[src/rtl/alu_exec_stage.sv]
// Registered execute stage around the external combinational ALU.
// Tokens are held in a one-entry issue register that drives the ALU. Masked results go into a
// 2-entry output FIFO. The stage also keeps a sticky overflow flag and a completed-op counter.
module alu_exec_stage #(
  parameter int unsigned WIDTH = 32,
  parameter int unsigned CNT_W = 16
) (
  input  logic             clk,
  input  logic             rst_n,
  input  logic             in_valid,
  output logic             in_ready,
  input  logic [WIDTH-1:0] in_a,
  input  logic [WIDTH-1:0] in_b,
  input  logic [2:0]       in_op,
  output logic [WIDTH-1:0] alu_a,
  output logic [WIDTH-1:0] alu_b,
  output logic [2:0]       alu_control,
  input  logic [WIDTH-1:0] alu_result,
  input  logic             alu_overflow,
  input  logic             alu_carry,
  output logic             out_valid,
  input  logic             out_ready,
  output logic [WIDTH-1:0] out_result,
  output logic             out_overflow,
  output logic             out_carry,
  output logic             out_zero,
  output logic             out_illegal,
  output logic             sticky_ovf,
  input  logic             sticky_clr,
  output logic [CNT_W-1:0] op_count
);

  typedef struct packed {
    logic [WIDTH-1:0] result;
    logic             overflow;
    logic             carry;
    logic             zero;
    logic             illegal;
  } entry_t;

  logic             s1_valid_q;
  logic [WIDTH-1:0] s1_a_q;
  logic [WIDTH-1:0] s1_b_q;
  logic [2:0]       s1_op_q;

  entry_t           fifo_q [2];
  logic             wr_ptr_q;
  logic             rd_ptr_q;
  logic [1:0]       cnt_q;

  logic             out_fire;
  logic             s1_adv;
  logic             in_fire;
  entry_t           wr_entry;
  entry_t           head;

  assign out_valid = (cnt_q != 2'd0);
  assign out_fire  = out_valid & out_ready;
  // The issue register may drain into a full FIFO when the head leaves on the same edge.
  assign s1_adv    = s1_valid_q & ((cnt_q != 2'd2) | out_fire);
  assign in_ready  = ~s1_valid_q | s1_adv;
  assign in_fire   = in_valid & in_ready;

  assign alu_a       = s1_a_q;
  assign alu_b       = s1_b_q;
  assign alu_control = s1_op_q;

  // Issue register: load on accept, otherwise empty out when its token moves into the FIFO.
  always_ff @(posedge clk or negedge rst_n) begin
    if (!rst_n) begin
      s1_valid_q <= 1'b0;
      s1_a_q     <= '0;
      s1_b_q     <= '0;
      s1_op_q    <= 3'b000;
    end else if (in_fire) begin
      s1_valid_q <= 1'b1;
      s1_a_q     <= in_a;
      s1_b_q     <= in_b;
      s1_op_q    <= in_op;
    end else if (s1_adv) begin
      s1_valid_q <= 1'b0;
    end
  end

  // Per-opcode masking of the ALU outputs into the FIFO entry.
  always_comb begin
    wr_entry = '0;
    case (s1_op_q)
      3'b000, 3'b001: begin
        wr_entry.result   = alu_result;
        wr_entry.overflow = alu_overflow;
        wr_entry.carry    = alu_carry;
      end
      3'b010, 3'b011, 3'b101: begin
        wr_entry.result = alu_result;
      end
      default: begin
        wr_entry.illegal = 1'b1;
      end
    endcase
    wr_entry.zero = (wr_entry.result == '0);
  end

  // Output FIFO storage, pointers and occupancy.
  always_ff @(posedge clk or negedge rst_n) begin
    if (!rst_n) begin
      for (int i = 0; i < 2; i++) begin
        fifo_q[i] <= '0;
      end
      wr_ptr_q <= 1'b0;
      rd_ptr_q <= 1'b0;
      cnt_q    <= 2'd0;
    end else begin
      if (s1_adv) begin
        fifo_q[wr_ptr_q] <= wr_entry;
        wr_ptr_q         <= ~wr_ptr_q;
      end
      if (out_fire) begin
        rd_ptr_q <= ~rd_ptr_q;
      end
      cnt_q <= cnt_q + {1'b0, s1_adv} - {1'b0, out_fire};
    end
  end

  assign head         = fifo_q[rd_ptr_q];
  assign out_result   = head.result;
  assign out_overflow = head.overflow;
  assign out_carry    = head.carry;
  assign out_zero     = head.zero;
  assign out_illegal  = head.illegal;

  // Sticky overflow: a new overflowing write beats a simultaneous clear.
  always_ff @(posedge clk or negedge rst_n) begin
    if (!rst_n) begin
      sticky_ovf <= 1'b0;
    end else if (s1_adv && wr_entry.overflow) begin
      sticky_ovf <= 1'b1;
    end else if (sticky_clr) begin
      sticky_ovf <= 1'b0;
    end
  end

  // Completed-operation counter, wraps naturally.
  always_ff @(posedge clk or negedge rst_n) begin
    if (!rst_n) begin
      op_count <= '0;
    end else if (out_fire) begin
      op_count <= op_count + 1'b1;
    end
  end

endmodule

[config.mk]
export PLATFORM = sky130hd
export DESIGN_NAME = alu_exec_stage
export DESIGN_NICKNAME = d
export VERILOG_FILES = /design/src/rtl/alu_exec_stage.sv
export SDC_FILE = /design/constraint.sdc
export NUM_CORES = 1
export LEC_CHECK = 0
export ABC_AREA = 1
export BUFFER_PORTS_ARGS = -buffer_cell sky130_fd_sc_hd__clkbuf_2
export CORE_ASPECT_RATIO = 1.5
export CORE_MARGIN = 2
export CORE_UTILIZATION = 45
export DETAILED_ROUTE_END_ITERATION = 16
export PLACE_DENSITY = 0.75
export SETUP_SLACK_MARGIN = 0.15
export SYNTH_ARGS = -nofsm -noshare
export SYNTH_HDL_FRONTEND = slang
export SYNTH_SLANG_ARGS = --single-unit
[constraint.sdc]
create_clock -name clk -period 2.4 [get_ports clk]
set_input_delay 0.12 -clock clk [delete_from_list [all_inputs] [get_ports clk]]
set_output_delay 0.12 -clock clk [all_outputs]
set_load 0.01 [all_outputs]
# == After elaboration in Yosys (flattened, before gate mapping) ==
# Index checks and enable logic that the tools add are counted.
# op_classes
add_sub_neg,3
magnitude_cmp,3
eq_ne,5
muxes,13
bitwise_logic,10
reduce_logical,9
# ops
op,n
2-to-1 mux 36 bit,4
bitwise mux 72 bit,1
demux 36 bit (select 1 bit),1
zero test 32 bit,1
2-to-1 mux 32 bit,1
"adder 16 x 1 -> 16 bit, second input constant",1
"== test 3 x 2 -> 1 bit, second input constant",2
nonzero test 2 bit,3
2-to-1 mux 1 bit,5
OR reduction 5 bit,1
">= comparator 2 bit, second input constant",2
inverter 1 -> 2 bit,2
AND 1 bit,3
"== test 3 x 1 -> 1 bit, second input constant",1
"== test 3 bit, second input constant",1
zero test 3 bit,1
inverter 1 bit,3
adder 2 x 1 -> 2 bit,1
logical AND 1 bit,2
"< comparator 2 x 1 -> 1 bit, second input constant",1
2-to-1 mux 2 bit,1
"!= test 2 bit, second input constant",1
bitwise OR 1 bit,2
OR reduction 2 bit,1
subtractor 2 x 1 -> 2 bit,1
# word_totals
register_bits,161
output_inout_bits,122
wordCells,62

# == Depth between registers and ports, before layout ==
# Gate-level depths: netlist (run 1).
# logic_depth
word_depth,7
mapped_depth,11

# == Worst setup path after synthesis (run 1) ==
# No wires, ideal clock.
# synth_path
kind,reg-to-reg
start,register cnt_q[0]
end,register cnt_q[1]
arrival_time_ns,1.464
path_slack_ns,0.807
stages_incl_launch_ff,10
path_buffers,0
period_less_slack_ns,1.593
cell_sequence,dfrtp_1 > inv_1 > nand2_2 > nand2_4 > inv_2 > ha_1 > inv_1 > ha_1 > xnor2_1 > xor2_1
# synth_between
elab_chain_len,6
# synth_lines
element,line_no,source
from (decl),49,logic [1:0] cnt_q;
from (signal assigned),121,"cnt_q <= cnt_q + {1'b0, s1_adv} - {1'b0, out_fire};"
nonzero test 2 bit (*),57,assign out_valid = (cnt_q != 2'd0);
net out_valid,21,"output logic out_valid,"
AND 1 bit (*),58,assign out_fire = out_valid & out_ready;
net out_fire,51,logic out_fire;
bitwise OR 1 bit,60,assign s1_adv = s1_valid_q & ((cnt_q != 2'd2) | out_fire);
AND 1 bit,60,
adder 2 x 1 -> 2 bit,121,
subtractor 2 x 1 -> 2 bit (*),121,
# Mark *: on every way through the listed nets, which the timed path passes. The rest lies on a longest branch.
# A chain may end at the register's enable or synchronous reset.

# == Final worst setup path (run 1) ==
# layout_path
start,register rd_ptr_q
end,output out_result[28]
# layout_between
elab_chain_len,4
# layout_lines
element,line_no,source
from (decl),48,logic rd_ptr_q;
from (signal assigned),119,rd_ptr_q <= ~rd_ptr_q;
inverter 1 -> 2 bit (implied by the code),125,assign head = fifo_q[rd_ptr_q];
2-to-1 mux 36 bit (implied by the code) (3 in series),125,
to (decl),23,"output logic [WIDTH-1:0] out_result,"
# Every way passes these cells. The select of a mux whose other input is x is not followed.

==> impl_metrics.tcl, run 1 <==
set metrics [dict create \
    cts_buffers 17 \
    drt_wl_total_mm 18.1 \
    p_leak_nw 4.96 \
    detailroute.wirelength.met2_mm 9.77 \
    final_min_period_over_clock_period 0.784 \
    worst_path_dominant_cell_family "buffers and inverters" \
    route.antenna.remaining_nets 0 \
    core.rowCount 55 \
    hold_viol_final 0 \
    yosysWarningCount 0 \
    final-max-slew-violation-count 0 \
    maxCapViolCount 0 \
    powerDensity_nw_per_um2 1040 \
    worst_ep_required_time_ns 2.28 \
    yosys.area.top_type "dfrtp_1" \
    dp_slack_ns 0.744 \
    die_area_sq_um 16200 \
    crit_path_max_incr_delay_ns 0.38 \
    vias 5857 \
    yosys-top-cells-area "dfrtp_1 (59%), nand2_1 (14%), mux2_2 (11%)" \
    htreeDepth 4 \
    cp_slowest_cell "dfrtp_1" \
    worstPathMaxFanout 13 \
    antenna_found_initial 0 \
    cp-start-kind "flop" \
    insertedDiodeCount 0 \
    synth.distinct_cells 26 \
    timing.hold.ws_ns 0.0196 \
    detail_route.iter0.violations 284 \
    grt.total_usage 0.229 \
    most-common-layout-cells "nand2_1 (251), clkbuf_2 (226), dfrtp_1 (161)" \
    post_synth.cell_area_avg_sq_um 10.0 \
    place.gp.congestion 0.776 \
    die_height_um 155 \
    run_status "finished, final reports clean" \
    initial_utilization 0.457 \
    synthCells 682 \
    detailed_route_drc_error_count 0 \
    path_cells "clkinv_1, buf_4, nand2_1, nand2_1, clkbuf_2" \
    finalSetupTns_ns 0 \
    cts.sink_count 161 \
    post_drt_wl_per_cell_um 14.9 \
    final_layout_size_suffix_gt1_frac 0.341 \
    cts_resized 0 \
    min_period_ns 1.88 \
    fmax_mhz 531 \
    max_slew.worst_pin.slew_ns 0.655 \
    vias_per_cell 4.83 \
    layout_commonest_cell "nand2_1" \
    synth.ff_latch_count 161 \
    grt_first_pass_wirelength_mm 29.5 \
    critical-path-top-cell-by-count "nand2_1" \
    cts_tree "built" \
    syn_area_sq_um 6820 \
    worst_setup_path_end_kind "output pin" \
    post_cts_hold_fix_bufs 95 \
    met3_routed_length_um 950 \
    first_pass_iters 4 \
    maxUsedRoutingLayer "met4" \
    cts.path.max_buffers 2 \
    met1Wirelength_mm 6.87 \
    core_area_sq_um 14900 \
    synth.top_cell.area_share 0.591 \
    postCtsSetupRepairBufs 0 \
    utilization 0.653 \
    clk-insertion-delay-late_ns 0.41 \
    rsz0062_at_grt "no" \
    place.port_buffers 227 \
    holdCritPathClass "primary input to flop" \
    critical_path_buf_inv_count 3 \
    grt_start_max_net_pins 71 \
    crit_arrival_ns 1.76 \
    synthToLayoutAreaGrowth_pct 43.0 \
    critPathKind "flop to output pin" \
    synth_sequential_area_ratio 0.591 \
    clk_pin_slew_ns 0.06 \
    grt-ovfl-total 0 \
    worst_setup_slack_final_ns 0.518 \
    die_w_um 105 \
    fin_skew_ns 0.0106 \
    ios 228 \
    cts_root_buf "clkbuf_16" \
    final_nets 1110 \
    max-slew-margin-rel 0.563 \
    setup_viol 0 \
    worst_ir_drop_vdd_uv 599 \
    placed_wire_length_estimate_after_detailed_placement_mm 11.5 \
    syn_nets 791 \
    grt_pass1_vias 6183 \
    design_power_total_mw 10.2 \
]
registers in the layout (all words and copies together), names as in the netlist:
signal       cells
alu_b           32
alu_control      3
cnt_q            2
sticky_ovf       1
fifo_q          72
rd_ptr_q         1
wr_ptr_q         1
op_count        16
s1_valid_q       1
alu_a           32
through the flow:
| step | instance area (sq um) | instances |
|---|---|---|
| finish | 9760 | 1213 |
| CTS | 9760 | 1213 |
| global placement | 8200 | 1086 |
| global route | 9760 | 1213 |
| detailed placement | 8200 | 1086 |
| floorplan | 6820 | 682 |
cell usage after synthesis:
library cell	number
clkbuf_1	16
o21ai_1	16
nand2_1	252
nand2_2	4
nor3_1	2
inv_1	22
nor2_4	3
inv_2	3
clkinv_1	1
buf_2	12
dfrtp_1	161
nor2_1	14
nand3_1	8
a21oi_1	1
xor2_1	9
nor3b_1	3
nand3_2	1
xnor2_1	5
nand4_1	1
nand2_4	1
nand4_2	1
mux2_2	64
buf_6	5
o21ai_0	72
mux2_1	2
ha_1	3
worst register-to-register path, stage by stage (launching register included):
cell     delay, ns
dfrtp_1       0.38
inv_1         0.11
nand2_2       0.08
nand2_4       0.12
inv_2         0.08
ha_1          0.28
inv_1         0.04
ha_1          0.18
xnor2_1       0.17
xor2_1        0.15
metal layers:
layer,track usage,vias to the layer above
li1,-,2842
met1,0.255,2786
met2,0.421,192
met3,0.0523,37
met4,0.0888,0
met5,0,-
worst paths after layout:
path / depth (start not counted) / slack (ns) / start / endpoint
max: 5 / 0.52 / rd_ptr_q / out_result[28]
min: 3 / 0.02 / alu_result[31] / fifo_q[71]
max reg2reg: 9 / 0.73 / cnt_q[0] / cnt_q[1]
min reg2reg: 2 / 0.48 / fifo_q[18] / fifo_q[18]
max in group asynchronous: 3 / 1.39 / rst_n / fifo_q[33]
min in group asynchronous: 2 / 0.30 / rst_n / op_count[13]
kinds of logic (layout without fill, tap and decap cells):
| group | count (synthesis) | after routing | synth area share |
|---|---|---|---|
| AO/OA/AOI/OAI | 89 | 89 | 0.0653 |
| XOR/XNOR | 14 | 14 | 0.0180 |
| adder cells (fa/ha/maj) | 3 | 3 | 0.00550 |
| buffers and inverters | 59 | 391 | 0.0402 |
| flip-flops | 161 | 161 | 0.591 |
| multiplexers | 66 | 66 | 0.109 |
| AND/OR/NAND/NOR | 290 | 290 | 0.171 |
layout make-up:
class,count,area [sq um]
Fill cell,1178,5180
Sequential cell,161,4030
Multi-Input combinational cell,462,2520
Timing Repair Buffer,333,2250
Clock buffer,19,433
Tap cell,199,249
Clock inverter,13,176
Inverter,26,97.6
power breakdown:
group | leakage, nW | switching, mW | total, mW | internal (mW)
Clock | 0.281 | 1.13 | 2.80 | 1.66
Combinational | 2.70 | 1.99 | 3.39 | 1.40
Sequential | 1.98 | 0.473 | 4.00 | 3.52
No activity file was read; power rests on OpenSTA's default activity.
==> run 2, diff against run 1 <==
--- a/config.mk
+++ b/config.mk
@@ -11,7 +11,7 @@
 export CORE_MARGIN = 2
 export CORE_UTILIZATION = 45
 export DETAILED_ROUTE_END_ITERATION = 16
-export PLACE_DENSITY = 0.75
+export PLACE_DENSITY = 0.77
 export SETUP_SLACK_MARGIN = 0.15
 export SYNTH_ARGS = -nofsm -noshare
 export SYNTH_HDL_FRONTEND = slang
==> constraint.sdc (replaced) <==
create_clock -name clk -period 1.6 [get_ports clk]
set_input_delay 0.08 -clock clk [delete_from_list [all_inputs] [get_ports clk]]
set_output_delay 0.08 -clock clk [all_outputs]
set_load 0.01 [all_outputs]
==> impl_metrics.tcl, run 2 (same netlist as run 1, synthesis figures left out) <==
set metrics [dict create \
    min_delay_path_depth 4 \
    setup_viol 0 \
    crit_arrival_ns 1.50 \
    layout_commonest_cell "clkbuf_2" \
    die_height_um 155 \
    place.gp.congestion 0.810 \
    grt-ovfl-total 0 \
    seqPwrFrac 0.335 \
    fmax_mhz 635 \
    grt.total_usage 0.269 \
    critPathKind "flop to output pin" \
    path_depth 5 \
    critical_path_buf_inv_count 3 \
    max_slew.worst_pin.slew_ns 0.520 \
    drt_wl_total_mm 25.1 \
    worst_ep_required_time_ns 1.52 \
    place.port_buffers 227 \
    cell_internal_pwr_mw 11.6 \
    worstPathMaxFanout 5 \
    rsz0062_at_grt "yes" \
    register_name_with_the_most_flops "fifo_q" \
    holdCritPathClass "primary input to flop" \
    die_area_sq_um 16200 \
    core_area_sq_um 14900 \
    initial_utilization 0.457 \
    worst_ir_drop_vdd_uv 991 \
    route.antenna.remaining_nets 0 \
    run_status "finished, final reports clean" \
    p_leak_nw 5.80 \
    powerDensity_nw_per_um2 1650 \
    cts_root_buf "clkbuf_16" \
    power.combinational.fraction 0.458 \
    antenna_found_initial 2 \
    power_switching_mw 7.26 \
    worst_path_dominant_cell_family "flip-flops" \
    worst_setup_path_end_kind "output pin" \
    cp-start-kind "flop" \
    final_layout_size_suffix_gt1_frac 0.465 \
    vias 6722 \
    utilization 0.764 \
    synthToLayoutAreaGrowth_pct 67.4 \
    detail_route.iter0.violations 402 \
    dp_slack_ns 0.0317 \
    max-slew-margin-rel 0.653 \
    cts.path.max_buffers 2 \
    core.rowCount 55 \
    cts.sink_count 161 \
    clk-insertion-delay-late_ns 0.42 \
    clockPowerShare 0.207 \
    most-common-layout-cells "clkbuf_2 (189), nand2_1 (186), dfrtp_1 (159)" \
    cp_slowest_cell "dfrtp_2" \
    post_drt_wl_per_cell_um 19.6 \
    first_pass_iters 5 \
    grt_first_pass_wirelength_mm 34.1 \
    final-max-slew-violation-count 0 \
    final_min_period_over_clock_period 0.984 \
    ios 228 \
    crit_path_max_incr_delay_ns 0.48 \
    hold_viol_final 0 \
    vias_per_cell 5.24 \
    fin_skew_ns 0.0125 \
    path_cells "buf_12, buf_16, nand2_2, nand2_1, buf_2" \
    detailed_route_drc_error_count 0 \
    cts_buffers 17 \
    htreeDepth 4 \
    min_period_ns 1.58 \
    power.switching_fraction 0.385 \
    clk_pin_slew_ns 0.07 \
    final_nets 1178 \
    grt_start_max_net_pins 50 \
    largest_register_ffs 72 \
    placed_wire_length_estimate_after_detailed_placement_mm 11.9 \
    cts_tree "built" \
    grt_pass1_vias 6744 \
    maxCapViolCount 0 \
    worstRegToRegCells 5 \
    worst_setup_slack_final_ns 0.0249 \
    die_w_um 105 \
    finalSetupTns_ns 0 \
]
## run 2: cell types whose count changed in the layout (fill, tap and decap cells not counted), moves of 15 or more
cell      change
buf_4        +21
nand2_4      +36
nand2_1      -65
buf_6        +32
o21ai_0      -21
clkbuf_2     -37
nand2_2      +27
buf_2        +15
## run 2: path summary, 6_finish.rpt
path	from	end	slack, ns
worst max-delay path	rd_ptr_q	out_result[10]	0.02
min in group asynchronous	rst_n	fifo_q[13]	0.19
worst min register to register	fifo_q[47]	fifo_q[47]	0.49
max in group asynchronous	rst_n	op_count[3]	0.73
worst max register to register	cnt_q[1]	alu_b[29]	0.04
worst min-delay path	alu_carry	fifo_q[2]	0.04
## run 2: routing by layer
layer	track usage	wire (um)	up-vias
met4	0.111	1550	0
met1	0.285	8130	3267
met2	0.510	13900	359
met5	0	0	-
li1	-	-	2981
met3	0.0560	1500	115
## run 2: stage by stage
stage | power (mW) | hold WS (ns) | cell area, sq um | cells
4_1_cts | 16.4 | 0.0457 | 10400 | 1259
3_3_place_gp | 11.0 | 0.0716 | 8380 | 1103
3_5_place_dp | 11.1 | 0.0694 | 8380 | 1103
5_1_grt | 19.7 | 0.0729 | 11400 | 1283
6_report | 18.9 | 0.0357 | 11400 | 1283
2_1_floorplan | 9.07 | -0.216 | 6870 | 682
## run 2: worst register-to-register path, stage by stage (launching register included)
cell       delay (ns)
dfrtp_1          0.38
buf_4            0.14
nand4_4          0.22
nand2_8          0.22
clkbuf_16        0.17
mux2_2           0.33
## run 2: final cells by class
cell class | count | area, sq um
flip-flops and latches | 161 | 4030
inverters | 26 | 120
fillers | 870 | 3520
multi-input cells | 463 | 3060
clock buffers | 19 | 443
clock inverters | 13 | 115
diodes | 2 | 5.00
well taps | 199 | 249
repair buffers | 400 | 3390
## run 2: power groups by stage
stage	combinational (mW)	sequential, mW	clock (mW)
floorplan	2.98	6.10	0
global placement	5.03	5.98	0
detailed placement	5.12	6.02	0
CTS	6.39	6.01	3.95
global route	9.14	6.44	4.15
finish	8.64	6.32	3.91
## run 2: what timing repair did
item	CTS	global route
gates resized for setup	54	207
pin swaps	22	53
setup endpoints to repair	99	180
hold buffers	101	0
gates cloned	9	15
buffers inserted	14	7
endpoints found under the hold margin	215	0
